`config.mk`:
```
export PLATFORM = sky130hd
export DESIGN_NAME = ivector_requester
export DESIGN_NICKNAME = d
export VERILOG_FILES = /design/src/rtl/ivector_pkg.sv /design/src/rtl/ivector_pattern.sv /design/src/rtl/ivector_requester.sv
export SDC_FILE = /design/constraint.sdc
export NUM_CORES = 1
export LEC_CHECK = 0
export ABC_CLOCK_PERIOD_IN_PS = 10300
export CAP_MARGIN = 20
export CORE_AREA = 2 2 396 398
export DETAILED_ROUTE_END_ITERATION = 8
export DIE_AREA = 0 0 398 400
export GPL_TIMING_DRIVEN = 0
export PLACE_DENSITY = 0.43
export SKIP_LAST_GASP = 1
export SLEW_MARGIN = 10
export SYNTH_ARGS = -nofsm -noshare
export SYNTH_HDL_FRONTEND = slang
export SYNTH_SLANG_ARGS = --single-unit
```
`constraint.sdc`:
```
create_clock -name CLK -period 10.3 [get_ports CLK]
set_clock_uncertainty 0.05 [all_clocks]
set_input_delay 1.545 -clock CLK [delete_from_list [all_inputs] [get_ports CLK]]
set_output_delay 1.545 -clock CLK [all_outputs]
set_load 0.01 [all_outputs]
```
`src/rtl/ivector_pkg.sv`:
```
// Shared types and the say/heard pattern rule for the IVector requester.
package ivector_pkg;
    localparam int IVEC_W = 192;

    typedef enum logic [1:0] {
        IDLE = 2'd0,
        RUN  = 2'd1,
        DONE = 2'd2
    } state_t;

    typedef struct packed {
        logic [IVEC_W-1:0] meth;
        logic [IVEC_W-1:0] v;
    } ivec_pair_t;

    // meth wraps modulo 2^IVEC_W; v is always its complement
    function automatic ivec_pair_t ivec_pattern(input logic [IVEC_W-1:0] seed,
                                                input logic [IVEC_W-1:0] idx);
        ivec_pair_t p;
        p.meth = seed + idx;
        p.v    = ~p.meth;
        return p;
    endfunction
endpackage

```
`src/rtl/ivector_pattern.sv`:
```
// Combinational pattern generator: (seed, idx) -> (meth, v).
module ivector_pattern
    import ivector_pkg::*;
#(
    parameter int IDX_W = 16
) (
    input  logic [IVEC_W-1:0] i_seed,
    input  logic [IDX_W-1:0]  i_idx,
    output logic [IVEC_W-1:0] o_meth,
    output logic [IVEC_W-1:0] o_v
);
    ivec_pair_t w_pair;

    assign w_pair = ivec_pattern(i_seed, IVEC_W'(i_idx));
    assign o_meth = w_pair.meth;
    assign o_v    = w_pair.v;
endmodule

```
`src/rtl/ivector_requester.sv`:
```
// Issues a burst of say(meth, v) requests and scoreboards the in-order heard(meth, v) replies.
module ivector_requester
    import ivector_pkg::*;
#(
    parameter int MAX_OUTSTANDING = 4,
    parameter int CNT_W           = 16
) (
    input  logic              CLK,
    input  logic              nRST,
    input  logic              start__ENA,
    input  logic [CNT_W-1:0]  start_count,
    input  logic [IVEC_W-1:0] start_seed,
    output logic              start__RDY,
    output logic              say__ENA,
    output logic [IVEC_W-1:0] say_meth,
    output logic [IVEC_W-1:0] say_v,
    input  logic              say__RDY,
    input  logic              heard__ENA,
    input  logic [IVEC_W-1:0] heard_meth,
    input  logic [IVEC_W-1:0] heard_v,
    output logic              heard__RDY,
    input  logic              done__ENA,
    output logic              done__RDY,
    output logic [CNT_W-1:0]  done_errors,
    output logic [CNT_W-1:0]  done_first_bad,
    input  logic              rule_enable,
    output logic              rule_ready
);
    localparam int OUT_W = $clog2(MAX_OUTSTANDING + 1);
    localparam logic [OUT_W-1:0] OUT_MAX = OUT_W'(MAX_OUTSTANDING);

    state_t            r_state;
    logic [IVEC_W-1:0] r_seed;
    logic [CNT_W-1:0]  r_count;
    logic [CNT_W-1:0]  r_send_idx;
    logic [CNT_W-1:0]  r_recv_idx;
    logic [CNT_W-1:0]  r_errors;
    logic [CNT_W-1:0]  r_first_bad;
    logic [OUT_W-1:0]  r_out;

    logic              w_issue_rdy;
    logic              w_heard_acc;
    logic              w_mismatch;
    logic [CNT_W-1:0]  w_recv_nxt;
    logic [IVEC_W-1:0] w_chk_meth;
    logic [IVEC_W-1:0] w_chk_v;

    ivector_pattern #(.IDX_W(CNT_W)) u_issue_pat (
        .i_seed (r_seed),
        .i_idx  (r_send_idx),
        .o_meth (say_meth),
        .o_v    (say_v)
    );

    ivector_pattern #(.IDX_W(CNT_W)) u_check_pat (
        .i_seed (r_seed),
        .i_idx  (r_recv_idx),
        .o_meth (w_chk_meth),
        .o_v    (w_chk_v)
    );

    assign w_issue_rdy    = (r_state == RUN) && (r_send_idx < r_count) && (r_out < OUT_MAX) && say__RDY;
    assign say__ENA       = rule_enable & w_issue_rdy;
    assign rule_ready     = w_issue_rdy;
    // heard is gated by the registered outstanding count, so a same-cycle say never qualifies it
    assign heard__RDY     = (r_state == RUN) && (r_out != '0);
    assign w_heard_acc    = heard__ENA & heard__RDY;
    assign w_mismatch     = (heard_meth != w_chk_meth) || (heard_v != w_chk_v);
    assign w_recv_nxt     = r_recv_idx + CNT_W'(1);
    assign start__RDY     = (r_state == IDLE);
    assign done__RDY      = (r_state == DONE);
    assign done_errors    = r_errors;
    assign done_first_bad = r_first_bad;

    always_ff @(posedge CLK) begin
        if (!nRST) begin
            r_state     <= IDLE;
            r_count     <= '0;
            r_send_idx  <= '0;
            r_recv_idx  <= '0;
            r_errors    <= '0;
            r_first_bad <= '1;
            r_out       <= '0;
        end else begin
            case (r_state)
                IDLE: begin
                    if (start__ENA) begin
                        r_seed      <= start_seed;
                        r_count     <= start_count;
                        r_send_idx  <= '0;
                        r_recv_idx  <= '0;
                        r_out       <= '0;
                        r_errors    <= '0;
                        r_first_bad <= '1;
                        r_state     <= (start_count == '0) ? DONE : RUN;
                    end
                end
                RUN: begin
                    if (say__ENA) begin
                        r_send_idx <= r_send_idx + CNT_W'(1);
                    end
                    if (w_heard_acc) begin
                        if (w_mismatch) begin
                            if (r_errors != '1) begin
                                r_errors <= r_errors + CNT_W'(1);
                            end
                            if (r_first_bad == '1) begin
                                r_first_bad <= r_recv_idx;
                            end
                        end
                        r_recv_idx <= w_recv_nxt;
                        if (w_recv_nxt == r_count) begin
                            r_state <= DONE;
                        end
                    end
                    case ({say__ENA, w_heard_acc})
                        2'b10:   r_out <= r_out + OUT_W'(1);
                        2'b01:   r_out <= r_out - OUT_W'(1);
                        default: r_out <= r_out;
                    endcase
                end
                DONE: begin
                    if (done__ENA) begin
                        r_state <= IDLE;
                    end
                end
                default: r_state <= IDLE;
            endcase
        end
    end
endmodule

```
==> flow_summary.yaml <==
grt:
  grt.met2_usage: 0.669
  grt_pass1_wl_um: 448000
  gr-total-overflow: 0
  use_met3: 0.126
  grt_use_total: 0.438
  use_met1: 0.548
  grt_max_degree: 29
  antenna_found_initial: 76
  grt-busiest-layer: "met2"
  grt_pass1_vias: 40300
final_layout:
  drive_gt1_frac: 0.0638
  multiInputGateArea_um2: 22500
  finalInstanceArea_um2: 47100
  nNetsFinal: 6015
  area_growth_pct: 49.9
  fillCellCount: 17000
  utilization: 0.304
  seq_area_um2: 7470
clock_tree:
  clk_latency_ns: 0.62
  cts.hold.buffers_added: 0
  clkTransAtPathRegs_ns: 0.06
  clock_path_buffers: 3
  cts_tree: "done"
  cts_made_buffers: 37
  root_buffer: "clkbuf_16"
  clock_sinks: 277
  cts_max_level: 2
floorplanning:
  coreArea_um2: 155000
  die_w_um: 398
  dieHeight_um: 400
  fp-row-count: 145
  die-area_um2: 159000
  start_util: 0.203
  ios: 1020
route:
  vias_per_cell: 5.83
  drc: 0
  wirelength_um: 364000
  vias: 43600
  firstDrtPassIters: 6
  postRouteAntennaNets: 0
  wl_per_cell_um: 48.7
  drt_iter0_drc: 5975
critical_path:
  r2r-end: "done_first_bad[8]"
  r2r_setup_slack_ns: -0.1
  start_kind: "flop"
  r2r-start: "r_seed[43]"
  reg2regPathDepth: 17
  crit_path_start: "r_seed[43]"
  cp_max_fo: 10
  end_kind: "flop"
  critPathKind: "reg -> reg"
  critPathRequiredTime_ns: 10.73
  crit_arrival_ns: 10.83
synthesis:
  ys_types: 94
  synth_top_area_frac: 0.183
  synth-seq-cells: 277
  synthesis.nets: 4844
  yosys.area.top_type: "edfxtp_1"
  yosysMostFrequentCell: "nand2_1"
  synthTopCellsByCount: "385 x nand2_1, 372 x xnor2_1, 365 x nor2_1"
  synth_flop_cell: "edfxtp_1"
  ys_warn_count: 0
  async_flop_share: 0
  syn_area_um2: 31400
  avgSynthCellArea_um2: 7.50
  synth.area.top_cells: "edfxtp_1 18%, xnor2_1 10%, xor2_1 7.4%"
  yosysSeqAreaShare: 0.238
  synth-edff-count: 192
  synthesis.instances: 4192
job:
  drv_cap: 0
timing:
  rsz0062_at_grt: "no"
  fin_crit_sh: 1.01
  slew_violations: 0
  setup_violations: 15
  clock.fmax_ghz: 0.0962
  worstMarginPinSlew_ns: 1.40
  worst_slack_ns: -0.0987
  fin_crit_ns: 10.40
  maxSlewHeadroom: 0.0546
  hold_violations: 0
power_and_ir_drop:
  seqPwrFrac: 0.333
  p_sw_uw: 1400
  p_clk_frac: 0.339
  powerDensity_nw_per_um2: 82.5
  p_leak_uw: 0.0160
  p_int_uw: 2500
  ir_worst_vdd_mv: 0.103
  combinationalPowerShare: 0.328
  switching_share: 0.359
hold_path:
  holdCritPathClass: "reg -> reg"
  holdPathEnd: "r_count[11]"
  holdCritStartpoint: "r_count[11]"
  min_path_cells: 2
placed_design:
  placed_cell_area_um2: 45800
  dp_hpwl_um: 319000
  port_buffers: 1019
  gp_congestion: 1.09
run_status:
  status: "finished, violations left"
  violations: "setup timing"
worst max path at each step:
stage                         to  slack (ns)  depth (start not counted)
2_1_floorplan          r_seed[0]        2.48                          5
3_5_place_dp      done_errors[1]        0.17                         17
4_1_cts           done_errors[1]        0.17                         17
6_report       done_first_bad[8]        -0.1                         17
5_1_grt        done_first_bad[5]        0.07                         17
3_3_place_gp      done_errors[1]       -4.09                         16
layout by cell type (no fill, tap or decap), types with 30 or more instances in the layout:
master / Yosys / layout
clkdlybuf4s50_1: 0 / 1019
and4_1: 44 / 44
nor3b_1: 40 / 39
buf_6: 2 / 30
nor2b_1: 59 / 59
xor2_1: 264 / 262
nor2_1: 365 / 360
or3_1: 43 / 43
and2_1: 47 / 47
a31oi_1: 32 / 31
dfxtp_1: 85 / 85
clkbuf_16: 0 / 38
nand4_1: 244 / 244
nand3_1: 199 / 199
o21ai_0: 100 / 98
buf_2: 28 / 40
clkbuf_1: 193 / 186
xnor2_1: 372 / 366
nor4_1: 150 / 120
buf_4: 4 / 52
a21oi_1: 124 / 120
nor4_2: 1 / 31
mux2i_1: 32 / 32
nand3b_1: 34 / 34
nor3_1: 168 / 154
nand2_1: 385 / 385
nand2b_1: 60 / 60
and3_1: 119 / 119
ha_1: 50 / 50
inv_1: 263 / 263
or4_1: 53 / 53
edfxtp_1: 192 / 192
critical path: stages (launching register included):
cell and delay (ns):
edfxtp_1 0.43, buf_1 0.61, nand4_1 0.69, nor2_1 0.89, nand3_1 0.58, nor4_1 1.06
nand4_1 0.48, xor2_1 0.71, mux2i_1 0.89, o2111ai_1 0.48, nor4_2 0.70, nand4_1 0.36
or4_4 0.59, nor4_4 0.98, nor2_2 0.25, buf_2 0.28, nor2_1 0.12, o21ai_1 0.08
flip-flops by register name, summed over array words and instances (netlist names):
name / cells
r_count: 16
r_seed: 192
r_recv_idx: 16
r_out: 3
r_send_idx: 16
done_first_bad: 16
done_errors: 16
r_state: 2
stage by stage:
step | instances | TNS [ns] | power [uW] | setup slack, ns | hold WS [ns]
final | 7478 | -0.936 | 3890 | -0.0987 | 0.437
after detailed placement | 7373 | 0 | 2550 | 0.175 | 0.434
after global routing | 7458 | 0 | 3970 | 0.0719 | 0.492
after global placement | 7269 | -458.39 | 2540 | -4.09 | 0.427
after CTS | 7440 | 0 | 3890 | 0.171 | 0.441
after floorplan | 4192 | 0 | 1710 | 2.48 | 0.399
cells by family after synthesis:
kind of cell | after synthesis | share of synthesized area
AND/OR/NAND/NOR | 2085 | 0.355
XOR/XNOR | 641 | 0.181
AO/OA/AOI/OAI | 586 | 0.128
buffers and inverters | 506 | 0.0625
flip-flops | 277 | 0.238
adder cells (fa/ha/maj) | 53 | 0.0218
multiplexers | 44 | 0.0145
layout make-up:
type / count / share of cell area
buffer: 242 / 0.0212
inverter: 264 / 0.0210
sequential: 277 / 0.158
timing repair buffer: 1132 / 0.241
clock inverter: 17 / 0.00348
tap: 2058 / 0.0546
clock buffer: 50 / 0.0213
antenna: 29 / 0.00154
multi-input combinational: 3409 / 0.477
power by group through the flow:
stage / logic (uW) / registers, uW / clock network [uW]
floorplan: 421 / 1290 / 0
global placement: 1210 / 1330 / 0
detailed placement: 1230 / 1310 / 0
CTS: 1240 / 1290 / 1360
global route: 1290 / 1290 / 1380
finish: 1280 / 1290 / 1320
repair_timing:
action / CTS / global route
endpoints found under the setup margin: 0 / 28
gates resized for setup: 0 / 1
buffers inserted: 0 / 0
metal layers:
metal	part of all wire	vias up	wire, um
li1	-	17600	-
met1	0.41	22100	148000
met2	0.43	3087	156000
met3	0.097	762	35300
met4	0.067	58	24500
met5	0.0010	-	369
Note: power is estimated with default switching activity, not from simulation.
